$ cat config.mk
export PLATFORM = sky130hd
export DESIGN_NAME = mac_array_seq_ctrl
export DESIGN_NICKNAME = d
export VERILOG_FILES = /design/src/rtl/mac_array_seq_ctrl.sv
export SDC_FILE = /design/constraint.sdc
export NUM_CORES = 1
export LEC_CHECK = 0
export BUFFER_PORTS_ARGS = -buffer_cell sky130_fd_sc_hd__buf_4
export CAP_MARGIN = 30
export CORE_AREA = 2 2 73 82
export DETAILED_ROUTE_END_ITERATION = 8
export DIE_AREA = 0 0 75 84
export PLACE_DENSITY = 0.61
export SYNTH_ARGS = -nofsm -noshare
export SYNTH_HDL_FRONTEND = slang
export SYNTH_SLANG_ARGS = --single-unit
$ cat constraint.sdc
create_clock -name clk -period 2.7 [get_ports clk]
set_input_delay 0.405 -clock clk [delete_from_list [all_inputs] [get_ports clk]]
set_output_delay 0.405 -clock clk [all_outputs]
set_load 0.02 [all_outputs]
$ cat src/rtl/mac_array_seq_ctrl.sv
`timescale 1ns/1ps
`default_nettype none
// ============================================================================
// Module   : mac_array_seq_ctrl
// Purpose  : Sequencer for an 8-MAC systolic row and its input FIFOs
//            (ROWS A-row FIFOs plus one B FIFO). Steers a byte-wide load
//            stream into the FIFOs, waits for the FIFO flags to settle, then
//            issues skewed FIFO reads and MAC clear/enable so that MAC i sees
//            A[i][k] together with B[k]. Pulses done when every accumulator
//            holds its final dot product.
// Ports    : clk, rst_n           clock, asynchronous active-low reset
//            start_i              begin a load+compute sequence (IDLE only)
//            busy_o, done_o       status; done is a one-cycle pulse
//            err_o                sticky: read issued to an empty FIFO
//            ld_valid_i/ld_data_i/ld_ready_o   load stream handshake
//            wr_data_o            shared FIFO write data (= ld_data_i)
//            wrreq_A_o/wrreq_B_o  FIFO write requests
//            wrfull_A_i/wrfull_B_i FIFO full flags
//            rdreq_A_o/rdreq_B_o  FIFO read requests
//            rdempty_A_i/rdempty_B_i FIFO empty flags
//            mac_clr_o, mac_en_o  MAC accumulator clear / chain-head enable
// Revision : 1.0  initial release
// ============================================================================
module mac_array_seq_ctrl #(
  parameter int ROWS       = 8,
  parameter int COLS       = 8,
  parameter int DATA_WIDTH = 8,
  parameter int FIFO_LAT   = 1,
  parameter int SYNC_WAIT  = 3
) (
  input  logic                  clk,
  input  logic                  rst_n,
  input  logic                  start_i,
  output logic                  busy_o,
  output logic                  done_o,
  output logic                  err_o,
  input  logic                  ld_valid_i,
  input  logic [DATA_WIDTH-1:0] ld_data_i,
  output logic                  ld_ready_o,
  output logic [DATA_WIDTH-1:0] wr_data_o,
  output logic [ROWS-1:0]       wrreq_A_o,
  output logic                  wrreq_B_o,
  input  logic [ROWS-1:0]       wrfull_A_i,
  input  logic                  wrfull_B_i,
  output logic [ROWS-1:0]       rdreq_A_o,
  output logic                  rdreq_B_o,
  input  logic [ROWS-1:0]       rdempty_A_i,
  input  logic                  rdempty_B_i,
  output logic                  mac_clr_o,
  output logic                  mac_en_o
);

  localparam int c_FILL_N = (ROWS + 1) * COLS;
  localparam int c_T_LAST = COLS + ROWS - 2;
  // One shared counter serves fill index, wait, compute time and drain.
  localparam int c_M1     = (c_FILL_N > c_T_LAST + 1) ? c_FILL_N : c_T_LAST + 1;
  localparam int c_M2     = (c_M1 > SYNC_WAIT) ? c_M1 : SYNC_WAIT;
  localparam int c_M3     = (c_M2 > FIFO_LAT + 1) ? c_M2 : FIFO_LAT + 1;
  localparam int CW       = $clog2(c_M3 + 1);
  localparam int SW       = $clog2(ROWS + 1);

  localparam logic [2:0] c_IDLE    = 3'd0;
  localparam logic [2:0] c_FILL    = 3'd1;
  localparam logic [2:0] c_WAIT    = 3'd2;
  localparam logic [2:0] c_COMPUTE = 3'd3;
  localparam logic [2:0] c_DRAIN   = 3'd4;
  localparam logic [2:0] c_DONE    = 3'd5;

  logic [2:0]      state_q, state_d;
  logic [CW-1:0]   cnt_q, cnt_d;
  logic            err_q, err_d;
  logic            busy_q, busy_d;
  logic            done_q, done_d;
  logic [ROWS-1:0] rdreq_A_q, rdreq_A_d;
  logic            rdreq_B_q, rdreq_B_d;
  logic            mac_clr_q, mac_clr_d;
  logic            mac_en_q, mac_en_d;

  logic [SW-1:0]   w_sel;
  logic            w_tgt_full;
  logic            w_xfer;
  int              w_t;
  logic            w_comp;

  // Target FIFO index during FILL: A rows first, then B at index ROWS.
  assign w_sel = SW'(cnt_q / CW'(COLS));

  always_comb begin
    w_tgt_full = wrfull_B_i;
    for (int i = 0; i < ROWS; i++) begin
      if (w_sel == SW'(i)) w_tgt_full = wrfull_A_i[i];
    end
  end

  assign ld_ready_o = (state_q == c_FILL) && !w_tgt_full;
  assign w_xfer     = ld_ready_o && ld_valid_i;
  assign wr_data_o  = ld_data_i;
  assign wrreq_B_o  = w_xfer && (w_sel == SW'(ROWS));

  always_comb begin
    wrreq_A_o = '0;
    for (int i = 0; i < ROWS; i++) begin
      wrreq_A_o[i] = w_xfer && (w_sel == SW'(i));
    end
  end

  // Next-state and counter
  always_comb begin
    state_d = state_q;
    cnt_d   = cnt_q;
    err_d   = err_q | (|(rdreq_A_q & rdempty_A_i)) | (rdreq_B_q & rdempty_B_i);
    case (state_q)
      c_IDLE: begin
        if (start_i) begin
          state_d = c_FILL;
          cnt_d   = '0;
          err_d   = 1'b0;
        end
      end
      c_FILL: begin
        if (w_xfer) begin
          if (cnt_q == CW'(c_FILL_N - 1)) begin
            state_d = c_WAIT;
            cnt_d   = '0;
          end else begin
            cnt_d = cnt_q + 1'b1;
          end
        end
      end
      c_WAIT: begin
        if (cnt_q == CW'(SYNC_WAIT - 1)) begin
          state_d = c_COMPUTE;
          cnt_d   = '0;
        end else begin
          cnt_d = cnt_q + 1'b1;
        end
      end
      c_COMPUTE: begin
        if (cnt_q == CW'(c_T_LAST)) begin
          state_d = c_DRAIN;
          cnt_d   = '0;
        end else begin
          cnt_d = cnt_q + 1'b1;
        end
      end
      c_DRAIN: begin
        if (cnt_q == CW'(FIFO_LAT)) begin
          state_d = c_DONE;
          cnt_d   = '0;
        end else begin
          cnt_d = cnt_q + 1'b1;
        end
      end
      c_DONE:  state_d = c_IDLE;
      default: state_d = c_IDLE;
    endcase
  end

  // Registered outputs are decoded from the next state so that they line
  // up with the state/time slot they belong to.
  assign w_t    = int'(cnt_d);
  assign w_comp = (state_d == c_COMPUTE);

  always_comb begin
    busy_d    = (state_d != c_IDLE);
    done_d    = (state_d == c_DONE);
    mac_clr_d = w_comp && (w_t == 0);
    rdreq_B_d = w_comp && (w_t < COLS);
    mac_en_d  = w_comp && (w_t >= FIFO_LAT) && (w_t <= FIFO_LAT + COLS - 1);
    rdreq_A_d = '0;
    for (int i = 0; i < ROWS; i++) begin
      // Row i is skewed by i cycles so it meets B[k] as B ripples down the row.
      rdreq_A_d[i] = w_comp && (w_t >= i) && (w_t <= i + COLS - 1);
    end
  end

  always_ff @(posedge clk or negedge rst_n) begin
    if (!rst_n) begin
      state_q   <= c_IDLE;
      cnt_q     <= '0;
      err_q     <= 1'b0;
      busy_q    <= 1'b0;
      done_q    <= 1'b0;
      rdreq_A_q <= '0;
      rdreq_B_q <= 1'b0;
      mac_clr_q <= 1'b0;
      mac_en_q  <= 1'b0;
    end else begin
      state_q   <= state_d;
      cnt_q     <= cnt_d;
      err_q     <= err_d;
      busy_q    <= busy_d;
      done_q    <= done_d;
      rdreq_A_q <= rdreq_A_d;
      rdreq_B_q <= rdreq_B_d;
      mac_clr_q <= mac_clr_d;
      mac_en_q  <= mac_en_d;
    end
  end

  assign busy_o    = busy_q;
  assign done_o    = done_q;
  assign err_o     = err_q;
  assign rdreq_A_o = rdreq_A_q;
  assign rdreq_B_o = rdreq_B_q;
  assign mac_clr_o = mac_clr_q;
  assign mac_en_o  = mac_en_q;

endmodule
`default_nettype wire

# [Word level (Yosys, flattened, before mapping)]
# Cells that the tools add are included.
[op_classes] reduce_logical=35 magnitude_cmp=17 add_sub_neg=1 muxes=24 bitwise_logic=4 eq_ne=18
[ops] cell="$le A7 B4 Y1 const B" count=7
[ops] cell="$mux W7" count=6
[ops] cell="$pmux W7 S5" count=1
[ops] cell="$logic_not A32 Y1" count=1
[ops] cell="$logic_and A1 B1 Y1" count=29
[ops] cell="$ge A7 B3 Y1 const B" count=4
[ops] cell="$mux W3" count=6
[ops] cell="$eq A4 B3 Y1 const B" count=4
[ops] cell="$pmux W3 S5" count=1
[ops] cell="$ge A7 B1 Y1 const B" count=2
[ops] cell="$ge A7 B2 Y1 const B" count=2
[ops] cell="$mux W1" count=10
[ops] cell="$eq A3 B2 Y1 const B" count=3
[ops] cell="$and A8 B8 Y8" count=1
[ops] cell="$eq A4 B2 Y1 const B" count=2
[ops] cell="$reduce_or A8 Y1" count=1
[ops] cell="$add A7 B1 Y7 const B" count=1
[ops] cell="$eq A7 B1 Y1 const B" count=1
[ops] cell="$eq A7 B2 Y1 const B" count=1
[ops] cell="$eq A7 B4 Y1 const B" count=1
[ops] cell="$eq A7 B7 Y1 const B" count=1
[ops] cell="$le A7 B3 Y1 const B" count=1
[ops] cell="$lt A7 B4 Y1 const B" count=1
[ops] cell="$eq A3 B3 Y1 const B" count=2
[ops] cell="9 further kinds" count=10
[word_totals] elab_cells=108 regBits=24 output_inout_bits=32

# [Longest topological paths before layout]
# Gate-level depths: netlist of the first run.
[depth] word_depth=17 ltp_mapped=11

# [Least setup slack after synthesis of the first run]
# OpenSTA, ideal clock, no wires.
[synth_timing] path_kind="reg2reg" startpoint="register cnt_q[0]" endpoint="register rdreq_A_q[5] (netlist: rdreq_A_o[5])" setup_ns=0.080 n_path_buf=1 arrival_ns=2.686 path_slack_ns=-0.066 stages_incl_launch_ff=12 path_cell_list="dfrtp_1 -> inv_1 -> ha_1 -> or3b_1 -> a211o_1 -> a211oi_2 -> nor2_1 -> a2111oi_2 -> a21oi_1 -> or4_1 -> buf_6 -> nor3_2"
[synth_between] elab_chain_cells=7
[synth_lines] element="start, declared" line="70" text="logic [CW-1:0] cnt_q, cnt_d;"
[synth_lines] element="start signal, assigned" line="190" text="cnt_q <= cnt_d;"
[synth_lines] element="$add A7 B1 Y7 or $eq A7 B7 Y1 (tied branches)"
[synth_lines] element="$mux W7" line="122" text="if (cnt_q == CW'(c_FILL_N - 1)) begin"
[synth_lines] element="$mux W7" line="121" text="if (w_xfer) begin"
[synth_lines] element="$pmux W7 S5 *" line="112" text="case (state_q)"
[synth_lines] element="via cnt_d[5]" line="70"
[synth_lines] element="$ge A7 B3 Y1" line="173" text="rdreq_A_d[i] = w_comp && (w_t >= i) && (w_t <= i + COLS - 1);"
[synth_lines] element="$logic_and A1 B1 Y1" line="173"
[synth_lines] element="$logic_and A1 B1 Y1 *" line="173"
[synth_lines] element="via rdreq_A_d[5]" line="74" text="logic [ROWS-1:0] rdreq_A_q, rdreq_A_d;"
[synth_lines] element="end signal, assigned" line="194" text="rdreq_A_q <= rdreq_A_d;"
[synth_lines] element="end, declared" line="74"
# Mark *: on every way through the listed nets, which the timed path passes. The rest lies on a longest branch.

# [Final worst setup path of the first run]
# Same ends and word-level chain as after synthesis.

==> results of run 1 <==
[critical path: stages, from the launching register on]
cell	delay, ps
dfrtp_1	380
inv_1	70
ha_2	170
or3b_4	380
a211o_1	290
a21o_4	240
nor2_1	90
o2bb2ai_1	120
a31oi_1	80
or4_4	550
buf_6	150
nor3_2	160
[worst paths after layout]
check                               end  cells past startpoint
hold reg to reg              state_q[1]                      1
min in group clk                  err_o                      2
max in group asynchronous      cnt_q[5]                      1
setup reg to reg           rdreq_A_o[5]                     11
setup / recovery           rdreq_A_o[5]                     11
hold / removal             rdreq_A_o[6]                      1
[placed cells by master (no fill, tap or decap), types with 4 or more instances in the layout]
master,netlist,final
nor3_2,1,4
o21ai_0,6,4
buf_6,3,4
xor2_1,5,5
a31oi_1,7,5
nand2_1,14,14
nand4_1,6,6
nor3_1,7,4
nand2b_1,5,5
buf_4,10,91
nor2_1,23,23
nand3_1,9,8
o211ai_1,6,6
dfrtp_1,23,19
inv_1,9,9
a21oi_1,8,6
dfrtp_2,0,4
[per-layer routing]
metal	vias to the layer above	part of all wire, %	GRT usage [%]
met3	12	4.5	1.57
met5	-	0	0
li1	930	-	-
met2	66	50	29.7
met1	955	43	22.7
met4	0	2.6	5.84
[cells by family after synthesis]
family                     share of synthesized area [%]
AOI/OAI and AO/OA                                   23.6
xor gates and xnor gates                            3.39
adders and majority gates                           2.07
buffers and inverters                               10.2
DFF                                                 31.8
muxes                                               2.56
and+or+nand+nor                                     26.4
[power by group through the flow]
stage,clock [mW],combinational [mW],sequential (mW)
after floorplan,0,0.737,0.420
after global placement,0,1.17,0.452
after detailed placement,0,1.18,0.450
after CTS,0.221,1.30,0.439
after global routing,0.235,1.55,0.449
final,0.213,1.44,0.440
[per-stage QoR]
step | TNS, ps | hold slack (ps) | util (%)
floorplan | 0 | 109 | -
global placement | -472 | 318 | 43.2
detailed placement | -568 | 323 | 43.2
CTS | -276 | 32.1 | 45.7
global route | -1710 | 35.0 | 47.8
finish | -208 | 24.7 | 47.8
[timing repair]
| action | in CTS | in global routing |
|---|---|---|
| buffers inserted | 6 | 3 |
| hold buffers | 0 | 0 |
| endpoints found under the setup margin | 18 | 15 |
| gates resized for setup | 13 | 18 |
| gates cloned | 1 | 0 |
| pin swaps | 7 | 13 |
[sequential cells by signal, summed over array words and instances (netlist names)]
name and flops:
state_q 3, rdreq_A_o 8, err_o 1, cnt_q 7
mac_clr_o 1, busy_o 1, rdreq_B_o 1, done_o 1
[final cells by class]
type                            count  area share [%]
Clock buffer                        4            1.70
Inverter                            9            1.27
Multi-Input combinational cell    159            43.8
Sequential cell                    23            21.9
Tap cell                           77            3.63
Timing Repair Buffer               96            27.7
==> results.yml, run 1 <==
detailed_routing:
  detail_route.first_pass.iterations: 4
  finalWirelength_um: 5620
  wl_per_cell_um: 15.3
  vias_per_cell: 5.33
  route.detailed.drc: 0
  drtIter0Drc: 101
  vias: 1963
  antenna_left: 0
grt:
  grt_pass1_vias: 1870
  grt_pass1_wl_um: 8690
  grt_max_degree: 24
  gr-total-overflow: 0
  grtUsageTotal_pct: 17.5
  antenna_found_initial: 0
pwr:
  clkPwrFrac_pct: 10.2
  p_int_mw: 1.19
  p_switching_mw: 0.905
  comb_power_share_pct: 68.9
  power_frac_seq_pct: 21.0
  powerDensity_nw_per_um2: 790
  ir_drop_mv: 0.525
  p_leak_nw: 1.20
  p_sw_share_pct: 43.2
  power.total_mw: 2.09
run:
  cap_viol_max_count: 0
timing:
  rsz0062_at_grt: "yes"
  fin_skew_ps: 4.09
  hold_viol: 0
  slew_headroom_pct: 66.5
  drv_slew: 0
  fin_crit_ps: 2760
  max_freq_mhz: 362
  setup_slack_ps: -64.5
  tightestPinTransition_ps: 501
  setup_viol: 8
  post-route-period-util_pct: 102
placed_design:
  dp_hpwl_um: 4180
  dpl_worst_slack_ps: -111
  io_buffers: 45
  place.gp.congestion: 0.953
  dp_cells: 354
  placed_area_um2: 2400
floorplanning:
  die_w_um: 75
  dieArea_um2: 6300
  core-area_um2: 5550
  start_util_pct: 32.6
  die_h_um: 84
  std_cell_rows: 29
  num_io_pins: 62
yosys:
  synth_top_area_share_pct: 31.8
  ys.flop_type: "dfrtp_1"
  yosysWarnings: 0
  synth_common_cells: "dfrtp_1 (23), nor2_1 (23), nand2_1 (14)"
  synthDistinctLibCells: 60
  synth_top_cell_by_area: "dfrtp_1"
  syn_nets: 247
  synth_area_um2: 1810
  async_reset_ff_share_pct: 100
  synth-edff-count: 0
  postSynthAreaPerCell_um2: 8.45
  synth_cells: 214
  synth-seq-cells: 23
  ys_seq_area_share_pct: 31.8
  synth_area_leaders: "dfrtp_1 (32%), nor2_1 (4.8%), buf_4 (4.1%), nand2_1 (2.9%), nand3_1 (2.5%)"
setup_path:
  crit_path_end_kind: "flop"
  cp.required_ps: 2880
  worstSetupStartpoint: "cnt_q[0]"
  start_kind: "flop"
  timing.rr.start: "cnt_q[0]"
  cp.arrival_ps: 2950
  r2r_slack_ps: -60
  crit_type: "flop to flop"
  crit_fanout: 5
clock_tree:
  clock-root-buffer: "clkbuf_8"
  cts_buffer_depth: 2
  htreeDepth: 1
  path_clk_slew_ps: 80
  cts_tree: "done"
  clock_latency_ps: 260
  cts_buffers: 3
  cts.sinks: 23
final_layout:
  design_area_um2: 2650
  synthToLayoutAreaGrowth_pct: 46.5
  diodes: 0
  multi_input_area_um2: 1160
  regArea_um2: 581
  layout.cells.non_filler: 368
  nNetsFinal: 325
  final_layout_size_suffix_gt1_share_pct: 45.4
  fill_cells: 547
outcome:
  violations: "setup timing"
  status: "complete, but fails checks"
worst_hold_path:
  holdCritPathClass: "input pin to async pin"
Note: power is estimated with default switching activity, not from simulation.
==> inputs of run 2 (changes only) <==
Settings changed: PLACE_DENSITY 0.61 to not set.
==> run 2 against run 1 <==
  * The run still ends with setup timing left
  * Critical path depth decreased by 2
  * Sequential cell count unchanged
  * Register-to-register slack about the same
  * Clock skew increased by 4.3 ps
  * Total power increased by 1.3%
  * First-iteration DRC count increased by 27%
  * Final cell count increased by 1.9%
  * Clock-buffer cell count decreased by 1
  * Die area unchanged
  * Via count increased by 0.25%
  * Critical endpoint unchanged
  * Largest cell class unchanged
  * Largest power group unchanged
==> results.yml, run 2 (synthesis results as in run 1) <==
grt:
  grtUsageTotal_pct: 18.1
  gr-total-overflow: 0
  grt_max_degree: 24
  grt_pass1_wl_um: 8960
  antenna_found_initial: 0
  grt_pass1_vias: 1974
floorplanning:
  num_io_pins: 62
  core-area_um2: 5550
  die_h_um: 84
  die_w_um: 75
  dieArea_um2: 6300
  std_cell_rows: 29
  start_util_pct: 32.6
clock_tree:
  htreeDepth: 1
  cts_buffers: 3
  path_clk_slew_ps: 90
  clock_latency_ps: 270
  clock-root-buffer: "clkbuf_8"
  cts_tree: "done"
  cts_buffer_depth: 2
  cts.sinks: 23
setup_path:
  cp.arrival_ps: 2960
  r2r_slack_ps: -60
  start_kind: "flop"
  cp.required_ps: 2900
  timing.rr.start: "cnt_q[3]"
  r2r_end: "rdreq_A_o[5]"
  crit_path_end_kind: "flop"
  crit_type: "flop to flop"
  crit_fanout: 5
  reg2regPathDepth: 9
  worstSetupStartpoint: "cnt_q[3]"
timing:
  rsz0062_at_grt: "yes"
  hold_viol: 0
  fin_crit_ps: 2760
  max_freq_mhz: 362
  slew_headroom_pct: 64.1
  whs_ps: 8.86
  tightestPinTransition_ps: 536
  fin_skew_ps: 8.42
  tns_ps: -145
  post-route-period-util_pct: 102
  drv_slew: 0
  setup_viol: 6
  setup_slack_ps: -61.4
worst_hold_path:
  holdCritPathClass: "input pin to async pin"
outcome:
  violations: "setup timing"
  status: "complete, but fails checks"
detailed_routing:
  vias: 1968
  detail_route.first_pass.iterations: 4
  route.detailed.drc: 0
  vias_per_cell: 5.25
  wl_per_cell_um: 15.1
  finalWirelength_um: 5670
  antenna_left: 0
  drtIter0Drc: 128
placed_design:
  place.gp.congestion: 0.899
  dp_hpwl_um: 4270
  io_buffers: 45
  dp_cells: 360
  placed_area_um2: 2450
final_layout:
  design_area_um2: 2710
  nNetsFinal: 332
  largest_register_ffs: 8
  fin_util_pct: 48.8
  diodes: 0
  layout_commonest_cell: "buf_4"
  final_layout_size_suffix_gt1_share_pct: 48.7
  synthToLayoutAreaGrowth_pct: 49.8
  layout.cells.non_filler: 375
  final_cell_mix: "buf_4 (99), nor2_1 (20), dfrtp_1 (19)"
pwr:
  powerDensity_nw_per_um2: 783
  p_leak_nw: 1.24
  ir_drop_mv: 0.369
run:
  cap_viol_max_count: 0
==> run 2: timing repair <==
action                                  in CTS  in global routing
pin swaps                                    6                  6
gates resized for setup                     13                 22
hold buffers                                 0                  0
endpoints found under the setup margin      15                 18
gates cloned                                 1                  0
buffers inserted                             7                  3
==> run 2: layout make-up <==
cell class / instances / area (um^2)
Multi-Input combinational cell: 159 / 1170
Inverter: 9 / 33.8
Fill cell: 530 / 2840
Timing Repair Buffer: 103 / 782
Sequential cell: 23 / 581
Tap cell: 77 / 96.3
Clock inverter: 1 / 5.00
Clock buffer: 3 / 41.3
==> run 2: power breakdown <==
group | total, mW | switching (mW) | internal (mW)
combinational | 1.46 | 0.740 | 0.718
sequential | 0.440 | 0.0536 | 0.386
clock | 0.223 | 0.120 | 0.103
==> run 2: how the worst max path moves through the flow <==
stage,endpoint,slack (ps),cells after the start
2_1_floorplan,rdreq_A_o[5],10,11
3_3_place_gp,rdreq_A_o[5],-60,10
3_5_place_dp,rdreq_A_o[5],-100,11
4_1_cts,rdreq_A_o[5],-80,11
5_1_grt,rdreq_A_o[5],-190,10
6_report,rdreq_A_o[5],-60,9
==> run 2: layer usage <==
| layer | up-vias | global-route usage [%] | wire length, um |
|---|---|---|---|
| li1 | 941 | - | - |
| met1 | 945 | 23.5 | 2400 |
| met2 | 73 | 30.9 | 2860 |
| met3 | 9 | 3.02 | 346 |
| met4 | 0 | 3.90 | 72 |
| met5 | - | 0 | 0 |
==> run 2: critical path, stage by stage (launching register included) <==
cell	delay (ps)
dfrtp_2	440
buf_4	150
or3_1	350
a211o_1	350
a21o_2	250
o2bb2ai_2	160
a31oi_2	140
or4_4	540
buf_6	150
nor3_4	170
==> run 2: stage by stage <==
| step | total power, mW | setup slack (ps) |
|---|---|---|
| 2_1_floorplan | 1.16 | 9.57 |
| 3_3_place_gp | 1.68 | -64.0 |
| 3_5_place_dp | 1.68 | -103 |
| 4_1_cts | 2.01 | -82.2 |
| 5_1_grt | 2.27 | -191 |
| 6_report | 2.12 | -61.4 |
==> inputs of run 3 (changes only) <==
Settings changed: CORE_AREA 2 2 73 82 to 2 2 63 71, DIE_AREA 0 0 75 84 to 0 0 65 73, PLACE_DENSITY set to 0.76, SKIP_LAST_GASP set to 1.
==> run 3 against run 2 <==
  * The flow still finishes with violations (setup timing)
  * Maximum frequency decreased by 4.8%
  * Final cell count decreased by 6.1%
  * Total power decreased by 0.14%
  * Clock power increased by 3%
  * Critical path depth increased by 2
  * Core utilization increased by 16 points
  * Non-clock buffer count unchanged
  * Worst setup slack got worse by 140 ps
  * Cell area decreased by 1.8%
  * Clock skew decreased by 4.4 ps
  * Sequential power about the same
  * Critical endpoint unchanged
  * Highest routed layer unchanged
==> results.yml, run 3 (synthesis results as in run 1) <==
outcome:
  status: "complete, but fails checks"
  violations: "setup timing"
clock_tree:
  htreeDepth: 1
  cts_buffer_depth: 2
  clock-root-buffer: "clkbuf_8"
  clock_latency_ps: 270
  cts_tree: "done"
  cts_buffers: 3
  cts.sinks: 23
  holdBufCountCts: 0
  path_clk_slew_ps: 90
timing:
  whs_ps: 19.3
  tightestPinTransition_ps: 592
  drv_slew: 0
  tns_ps: -1590
  slew_headroom_pct: 60.3
  setup_viol: 11
  setup_slack_ps: -199
  post-route-period-util_pct: 107
  fin_crit_ps: 2900
  max_freq_mhz: 345
  fin_skew_ps: 4.04
  rsz0062_at_grt: "yes"
  hold_viol: 0
final_layout:
  final_cell_mix: "buf_4 (96), nor2_1 (20), dfrtp_1 (19)"
  diodes: 0
  final_layout_size_suffix_gt1_share_pct: 46.6
  largest_register_ffs: 8
  layout_commonest_cell: "buf_4"
  regArea_um2: 581
  fin_util_pct: 64.9
  design_area_um2: 2660
  multi_input_area_um2: 1130
  layout.cells.non_filler: 352
  fill_cells: 336
  nNetsFinal: 332
  synthToLayoutAreaGrowth_pct: 47.0
pwr:
  ir_drop_mv: 0.567
  powerDensity_nw_per_um2: 796
  p_leak_nw: 1.25
  power.total_mw: 2.12
floorplanning:
  start_util_pct: 44.2
  die_w_um: 65
  num_io_pins: 62
  dieArea_um2: 4750
  die_h_um: 73
  std_cell_rows: 25
  core-area_um2: 4100
grt:
  antenna_found_initial: 0
  grtUsageTotal_pct: 23.8
  grt_pass1_wl_um: 8760
  grt_pass1_vias: 1892
  gr-total-overflow: 0
  grt_max_degree: 24
setup_path:
  r2r_end: "rdreq_A_o[5]"
  start_kind: "flop"
  endpoint: "rdreq_A_o[5]"
  crit_fanout: 5
  cp.arrival_ps: 3100
  crit_path_end_kind: "flop"
  worstSetupStartpoint: "cnt_q[0]"
  crit_type: "flop to flop"
  reg2regPathDepth: 11
  timing.rr.start: "cnt_q[0]"
  cp.required_ps: 2900
  r2r_slack_ps: -200
placed_design:
  place.gp.congestion: 0.905
  dp_hpwl_um: 4130
  io_buffers: 45
  dp_cells: 334
  placed_area_um2: 2390
  dpl_worst_slack_ps: -223
detailed_routing:
  antenna_left: 0
  wl_per_cell_um: 16.3
  detail_route.first_pass.iterations: 4
  finalWirelength_um: 5750
  vias: 1982
  drtIter0Drc: 114
  vias_per_cell: 5.63
  route.detailed.drc: 0
run:
  cap_viol_max_count: 0
worst_hold_path:
  holdCritPathClass: "input pin to async pin"
## run 3: cell type report
cell class | instances | share of cell area (%)
inverter | 9 | 1.27
clock inverter | 1 | 0.282
multi-input combinational | 159 | 42.5
timing repair buffer | 103 | 30.1
sequential | 23 | 21.8
clock buffer | 3 | 1.55
tap | 54 | 2.54
## run 3: worst max-delay path, stage by stage, from the launching register on
cell	delay [ps]
dfrtp_1	390
inv_1	60
ha_2	190
or3b_4	380
a211o_1	330
a211oi_2	300
nor2_1	80
a2111oi_2	230
a21oi_1	100
or4_4	460
buf_6	160
nor3_2	150
## run 3: worst min-delay path by stage
stage	depth (start not counted)	slack, ps	end	startpoint
final	1	20	cnt_q[3]	rst_n
after global routing	1	40	cnt_q[3]	rst_n
after CTS	1	30	state_q[0]	rst_n
after detailed placement	1	330	cnt_q[3]	rst_n
after global placement	1	320	cnt_q[3]	rst_n
after floorplan	0	110	busy_o	rst_n
## run 3: where the power goes
group,leakage [nW],switching (mW),internal [mW]
clock,0.0217,0.125,0.105
sequential,0.295,0.0505,0.387
combinational,0.932,0.739,0.712
total,1.25,0.915,1.20
## run 3: repair_timing
item                       in CTS  in global routing
setup endpoints to repair      13                 21
pin swaps                       2                 12
resized for setup               8                 26
setup buffers                   6                 12
cloned                          1                  0
## run 3: layer usage
layer	vias to the layer above	track usage, %	part of all wire, %
li1	940	-	-
met1	949	28.0	41
met3	15	2.62	4.5
met4	0	9.93	2.1
met5	-	0	0
met2	78	43.8	53
